[src/rtl/ramb4_s4_byte_bridge.sv]
// ramb4_s4_byte_bridge
//
// Byte-wide request/acknowledge front end for a 1024 x 4 single-port block
// RAM (X_RAMB4_S4). Each byte access is split into two nibble accesses on
// the RAM port, so the RAM holds 512 bytes. Read nibbles come back from the
// RAM's registered output one cycle after they are addressed, and are put
// back together into one byte.
//
// Parameters
//   NIB_ORDER  0: byte bits [3:0] live at RAM address {BADDR,0} and bits
//                 [7:4] live at {BADDR,1}
//              1: the two nibbles are swapped
//
// Ports
//   CLK       in   1   single clock, shared with the RAM
//   RST       in   1   synchronous active-high reset
//   REQ       in   1   access request
//   WR        in   1   1 = write, 0 = read, sampled with REQ
//   BADDR     in   9   byte address
//   BDI       in   8   write data
//   BUSY      out  1   high whenever the FSM is not IDLE
//   ACK       out  1   one-cycle completion pulse
//   BDO       out  8   read data, valid with ACK on a read, then held
//   RAM_ADDR  out  10  RAM address
//   RAM_DI    out  4   RAM write data
//   RAM_EN    out  1   RAM enable
//   RAM_WE    out  1   RAM write enable
//   RAM_RST   out  1   RAM output reset, always 0
//   RAM_DO    in   4   RAM read data (registered inside the RAM)

module ramb4_s4_byte_bridge #(
    parameter int unsigned NIB_ORDER = 0
) (
    input  logic       CLK,
    input  logic       RST,
    input  logic       REQ,
    input  logic       WR,
    input  logic [8:0] BADDR,
    input  logic [7:0] BDI,
    output logic       BUSY,
    output logic       ACK,
    output logic [7:0] BDO,
    output logic [9:0] RAM_ADDR,
    output logic [3:0] RAM_DI,
    output logic       RAM_EN,
    output logic       RAM_WE,
    output logic       RAM_RST,
    input  logic [3:0] RAM_DO
);

    typedef enum logic [2:0] {
        IDLE  = 3'd0,
        WR0   = 3'd1,
        WR1   = 3'd2,
        RD0   = 3'd3,
        RD1   = 3'd4,
        RD2   = 3'd5,
        RDONE = 3'd6
    } state_t;

    state_t     r_state;
    logic [8:0] r_baddr;
    logic [7:0] r_bdi;
    logic [3:0] r_nib;
    logic [7:0] r_bdo;
    logic       r_busy;
    logic       r_ack;
    logic [9:0] r_ramAddr;
    logic [3:0] r_ramDi;
    logic       r_ramEn;
    logic       r_ramWe;

    state_t     w_nextState;
    logic       w_accept;
    logic [8:0] w_nextBaddr;
    logic [7:0] w_nextBdi;
    logic [3:0] w_nextNib;
    logic [7:0] w_nextBdo;
    logic       w_nextAck;
    logic [9:0] w_nextRamAddr;
    logic [3:0] w_nextRamDi;
    logic       w_nextRamEn;
    logic       w_nextRamWe;
    logic [3:0] w_reqFirstNib;
    logic [3:0] w_heldSecondNib;
    logic [7:0] w_assembledByte;

    // Nibble steering. The first nibble goes out in the same edge that
    // accepts the request, so it is taken straight from BDI; the second one
    // goes out a cycle later and comes from the latched copy.
    assign w_reqFirstNib   = (NIB_ORDER == 0) ? BDI[3:0]   : BDI[7:4];
    assign w_heldSecondNib = (NIB_ORDER == 0) ? r_bdi[7:4] : r_bdi[3:0];
    assign w_assembledByte = (NIB_ORDER == 0) ? {RAM_DO, r_nib}
                                              : {r_nib, RAM_DO};

    // Every output is registered, so this block computes the values that
    // belong to the state being entered rather than the current one.
    // The last cycle of an access (WR1, RDONE) also samples REQ, which lets
    // a held REQ start the next access with no idle cycle in between; the
    // samples taken in the middle of an access are simply not looked at.
    always_comb begin
        w_nextState   = r_state;
        w_accept      = 1'b0;
        w_nextBaddr   = r_baddr;
        w_nextBdi     = r_bdi;
        w_nextNib     = r_nib;
        w_nextBdo     = r_bdo;
        w_nextAck     = 1'b0;
        w_nextRamAddr = r_ramAddr;
        w_nextRamDi   = 4'h0;
        w_nextRamEn   = 1'b0;
        w_nextRamWe   = 1'b0;

        case (r_state)
            IDLE: begin
                w_accept = REQ;
            end
            WR0: begin
                w_nextState   = WR1;
                w_nextRamAddr = {r_baddr, 1'b1};
                w_nextRamDi   = w_heldSecondNib;
                w_nextRamEn   = 1'b1;
                w_nextRamWe   = 1'b1;
                w_nextAck     = 1'b1;
            end
            WR1: begin
                w_nextState = IDLE;
                w_accept    = REQ;
            end
            RD0: begin
                w_nextState   = RD1;
                w_nextRamAddr = {r_baddr, 1'b1};
                w_nextRamEn   = 1'b1;
            end
            RD1: begin
                // RAM_DO now shows the nibble addressed during RD0.
                w_nextState = RD2;
                w_nextNib   = RAM_DO;
            end
            RD2: begin
                // RAM_DO now shows the nibble addressed during RD1; this is
                // the only place BDO is ever loaded.
                w_nextState = RDONE;
                w_nextBdo   = w_assembledByte;
                w_nextAck   = 1'b1;
            end
            RDONE: begin
                w_nextState = IDLE;
                w_accept    = REQ;
            end
            default: begin
                w_nextState = IDLE;
            end
        endcase

        // A new request overrides the return-to-idle of the final cycle.
        if (w_accept) begin
            w_nextBaddr   = BADDR;
            w_nextBdi     = BDI;
            w_nextRamAddr = {BADDR, 1'b0};
            w_nextRamEn   = 1'b1;
            if (WR) begin
                w_nextState = WR0;
                w_nextRamWe = 1'b1;
                w_nextRamDi = w_reqFirstNib;
            end else begin
                w_nextState = RD0;
            end
        end
    end

    // State and output registers. Reset wins over any request in the same
    // cycle and clears everything, including the captured read data.
    always_ff @(posedge CLK) begin
        if (RST) begin
            r_state   <= IDLE;
            r_baddr   <= 9'h000;
            r_bdi     <= 8'h00;
            r_nib     <= 4'h0;
            r_bdo     <= 8'h00;
            r_busy    <= 1'b0;
            r_ack     <= 1'b0;
            r_ramAddr <= 10'h000;
            r_ramDi   <= 4'h0;
            r_ramEn   <= 1'b0;
            r_ramWe   <= 1'b0;
        end else begin
            r_state   <= w_nextState;
            r_baddr   <= w_nextBaddr;
            r_bdi     <= w_nextBdi;
            r_nib     <= w_nextNib;
            r_bdo     <= w_nextBdo;
            r_busy    <= (w_nextState != IDLE);
            r_ack     <= w_nextAck;
            r_ramAddr <= w_nextRamAddr;
            r_ramDi   <= w_nextRamDi;
            r_ramEn   <= w_nextRamEn;
            r_ramWe   <= w_nextRamWe;
        end
    end

    assign BUSY     = r_busy;
    assign ACK      = r_ack;
    assign BDO      = r_bdo;
    assign RAM_ADDR = r_ramAddr;
    assign RAM_DI   = r_ramDi;
    assign RAM_EN   = r_ramEn;
    assign RAM_WE   = r_ramWe;
    assign RAM_RST  = 1'b0;

endmodule
[config.mk]
export PLATFORM = sky130hd
export DESIGN_NAME = ramb4_s4_byte_bridge
export DESIGN_NICKNAME = d
export VERILOG_FILES = /design/src/rtl/ramb4_s4_byte_bridge.sv
export SDC_FILE = /design/constraint.sdc
export NUM_CORES = 1
export LEC_CHECK = 0
export ABC_AREA = 1
export ABC_CLOCK_PERIOD_IN_PS = 2900
export CAP_MARGIN = 20
export CORE_ASPECT_RATIO = 0.5
export CORE_MARGIN = 2
export CORE_UTILIZATION = 50
export CTS_CLUSTER_DIAMETER = 30
export DETAILED_ROUTE_END_ITERATION = 12
export GPL_ROUTABILITY_DRIVEN = 0
export GPL_TIMING_DRIVEN = 0
export HOLD_SLACK_MARGIN = 0.08
export PLACE_DENSITY_LB_ADDON = 0.2
export REMOVE_ABC_BUFFERS = 1
export SLEW_MARGIN = 20
export SYNTH_ARGS = -nofsm -noshare
export SYNTH_HDL_FRONTEND = slang
export SYNTH_SLANG_ARGS = --single-unit
[constraint.sdc]
create_clock -name CLK -period 2.9 [get_ports CLK]
set_clock_uncertainty 0.1 [all_clocks]
set_input_delay 0.29 -clock CLK [delete_from_list [all_inputs] [get_ports CLK]]
set_output_delay 0.29 -clock CLK [all_outputs]
set_load 0.01 [all_outputs]
==> Word-level counts from Yosys, hierarchy flattened <==
Index checks and enable logic that the tools add are counted.
{ "word_totals": {"reg_bits": 50, "inputBits": 25} }
{ "classes": {"muxes": 15, "n_reduce_logical": 7, "eq_ne": 6} }
{ "ops": {"columns": ["op", "count"], "rows": [
  ["2-to-1 mux 10 bit", 2],
  ["case mux 3 bit (5 select lines)", 1],
  ["2-to-1 mux 4 bit", 3],
  ["equality test 3 bit, second input constant", 3],
  ["2-to-1 mux 1 bit", 7],
  ["equality test 3 x 2 -> 1 bit, second input constant", 2],
  ["OR reduction 2 bit", 3],
  ["equality test 3 x 1 -> 1 bit, second input constant", 1],
  ["zero test 3 bit", 1],
  ["2-to-1 mux 3 bit", 1],
  ["nonzero test 3 bit", 1],
  ["OR reduction 3 bit", 1],
  ["2-to-1 mux 2 bit", 1],
  ["nonzero test 2 bit", 1]
]} }

==> Logic depth before layout (Yosys ltp) <==
{ "logic_depth": {"ltp_word": 5, "depth_mapped": 8} }

==> Least setup slack after synthesis <==
No wires, ideal clock.
{ "synth_timing": {"kind": "register to register", "startpoint": "register r_state[0]", "endpoint": "register r_ramAddr[5] (netlist: RAM_ADDR[5])", "n_path_buf": 2, "synth_period_minus_slack_ns": 1.263, "slack_ns": 1.637, "path_stages_with_launch": 9, "arrival_time_ns": 1.052, "setup_ns": 0.112, "cell_sequence": "dfxtp_1 buf_6 nor2_8 nand2_4 buf_6 nand2_1 nand2_1 nor2_1 nor2_1"} }
{ "synth_via": {"elab_chain_cells": 4, "word_cells_on_any_way": 10, "classes_between": "eq/ne (4); mux (2); reduce/logical (4)"} }
{ "synth_rtl": {"columns": ["element", "line", "text"], "rows": [
  ["start: declaration", "61", "state_t r_state;"],
  ["start signal: assignment", "188", "r_state <= w_nextState;"],
  ["equality test 3 bit, or another cell as far along", "114", "case (r_state)"],
  ["OR reduction 3 bit (no line)", null, null],
  ["2-to-1 mux 1 bit", "114", null],
  ["2-to-1 mux 10 bit or nonzero test 2 bit (tied branches)", null, null],
  ["end signal: assignment", "195", "r_ramAddr <= w_nextRamAddr;"],
  ["end: declaration", "68", "logic [9:0] r_ramAddr;"]
]} }
Parallel ways exist; a longest one is shown, timed or not.
A chain may end at the register's enable or synchronous reset.

==> Final worst setup path <==
{ "layout_timing": {"startpoint": "register r_state[0]", "endpoint": "register r_ramAddr[1] (netlist: RAM_ADDR[1])"} }
The elaborated chain is that of the path after synthesis.

==> results.md <==
- Sequential share of the synthesized area: 50.8%
- Vias in the first global route: 1333
- Number of synthesized flops with an enable pin: 0
- Yosys top cell area share: 50.8%
- Initial antenna violation count: 0
- Initial DRC Count: 42
- Die ar.: 0.00415 mm²
- Cell taking the most area after synthesis: dfxtp_1
- Async set-or-reset flop fraction in the synthesized netlist: 0%
- Worst setup margin: 1130 ps
- List of most frequent post-synthesis cells: 48 x nand2_1, 46 x dfxtp_1, 29 x nor2_1, 28 x a21oi_1, 25 x nand3_1
- # nets final: 296
- Drc violations: 0
- Setup violators final: 0
- Tot GR Track Use: 19.1%
- Max H-tree Level: 2
- Fin cells: 323
- ANT cells: 0
- Yosys warnings: 0
- Area delta synth->final: 31.1%
- Cts bufs inserted: 5
- Max Clock Freq: 566 MHz
- Post-cts gate resize count: 0
- Status: finished, final reports clean
- Number of port buffers: 50
- Clock-pin slew on the worst setup and hold paths: 80 ps
- Ranking of synthesized cells by area: dfxtp_1 51%, nand2_1 9.9%, a21oi_1 7.7%
- Crit path DAT: 1910 ps
- Final Util: 68.8%
- Clk_lat worst skew: 300 ps
- Row count: 15
- Seq cells post-synth: 46
- CTS hold repair buffers: 0
- Final hold violations: 0
- Setup Crit Path Kind: reg -> reg
- # Post-CTS Setup Buffers: 0
- Most numerous cell in the Yosys netlist: nand2_1
- Via-to-Cell Ratio: 4.95
- Worst-Margin Slew: 696 ps
- Wire length per cell: 11.7 µm
- Main synth FF type: dfxtp_1
- Worst VDD drop: 0.000309 V
- Crit. End Element: flip-flop
- Pwr per Cell Area: 549 mW/mm²
- Worst-path maximum fanout: 26
- Vias: 1599
- Dpl hpwl: 2.49 mm
- Maximum number of pins on one net before global-route repair: 33
- Initial Utilization: 52.5%
- Placed insts: 315
- Hold crit path type: reg -> reg
- Global-route wire length before repair: 5.80 mm
- CTS root buf: clkbuf_8
- Detailed Route WL: 3.79 mm
- DIE WIDTH: 89.2 µm
- DRT Pass-1 Iters: 6
- RSZ-0062 raised after global routing: no
- Worst Setup Start Kind: flip-flop
- Slew Limit Fails: 0
- DIE HEIGHT: 46.6 µm
- Final min period: 1770 ps
- Synthesized instance count: 226
- Pre-CTS WS: 206 ps
- Setup_tns: 0 ps
- Area of the core: 0.00345 mm²
- Tcrit/Tclk final: 60.9%
- Post-Syn Area: 0.00181 mm²
- Max-Cap Viols: 0
- Grt total ovfl: 0
- Overall power: 1.30 mW
- I/O pins: 52
- Relative slew slack: 53.5%
- Routed Antenna Nets: 0
- Clock Sinks: 46
- Leak pwr: 0.958 nW
- Syn avg cell area: 8.02 µm²
- CTS tree: built
- Netlist cell types: 22
- Clock tree buffer depth: 2
- Fillcell total: 305
- Share of layout cells above drive strength 1: 6.62%
- CP required: 3040 ps
==> layout make-up <==
| class | instances | area, µm² | share of cell area (%) |
|---|---|---|---|
| repair buffers | 50 | 495 | 20.9 |
| clock buffers | 7 | 86.3 | 3.63 |
| well taps | 51 | 63.8 | 2.69 |
| clock inverters | 1 | 5.00 | 0.211 |
| inverters | 10 | 37.5 | 1.58 |
| multi-input cells | 158 | 767 | 32.3 |
| flip-flops and latches | 46 | 921 | 38.8 |
==> per-layer routing <==
metal | global-route usage [%] | vias to the layer above | wire [µm]
met1 | 23.3 | 720 | 1680
met4 | 8.36 | 0 | 59
met5 | 0 | - | 0
met3 | 5.02 | 8 | 212
li1 | - | 833 | -
met2 | 32.4 | 38 | 1830
==> stage by stage <==
step,cell area [µm²],hold WS (ps)
6_report,2380,357
5_1_grt,2380,379
4_1_cts,2380,364
3_5_place_dp,2290,352
3_3_place_gp,2290,343
2_1_floorplan,1730,259
==> path summary, 6_finish.rpt <==
check	start	to	slack, ps	cells after the start
setup / recovery	r_state[0]$_SDFF_PP0_	RAM_ADDR[1]$_SDFFE_PP0P_	1130	6
hold / removal	r_bdi[6]$_SDFFE_PP0P_	r_bdi[6]$_SDFFE_PP0P_	360	2
setup reg to reg	r_state[0]$_SDFF_PP0_	RAM_ADDR[1]$_SDFFE_PP0P_	1130	6
hold reg to reg	r_bdi[6]$_SDFFE_PP0P_	r_bdi[6]$_SDFFE_PP0P_	360	2
==> state kept, by name (all words and copies together), names as in the netlist <==
signal	flops
r_bdi	4
ACK	1
RAM_DI	4
RAM_WE	1
BUSY	1
r_nib	4
r_state	3
r_baddr	9
RAM_EN	1
RAM_ADDR	10
BDO	8
==> where the power goes <==
group / leakage [nW] / internal, mW / switching, mW
clock network: 0.0482 / 0.192 / 0.210
registers: 0.377 / 0.669 / 0.0205
logic: 0.533 / 0.106 / 0.106
total: 0.958 / 0.968 / 0.336
==> layout by cell type (no fill, tap or decap), types with 3 or more instances in the layout <==
cell	count
nand2_2	3
dfxtp_1	46
clkdlybuf4s50_1	49
nand3_1	25
nor2_1	29
inv_1	8
o21ai_0	6
nand3b_1	8
clkbuf_8	6
nand2_1	48
a21oi_1	28
nand4_1	5
==> worst max-delay path, cell delays in order, from the launching register on <==
cell and delay (ps):
dfxtp_1 780, nor2_8 180, nand2_4 280, nand2_1 130, nand2_1 80, nand3_1 70, nand2_1 80
==> logic make-up after synthesis <==
kind of cell    synth area share [%]
other cells                    0.207
flops                           50.8
simple gates                    31.0
buf+inv                         6.90
compound gates                  11.1
(Power assumes the default switching activity.)
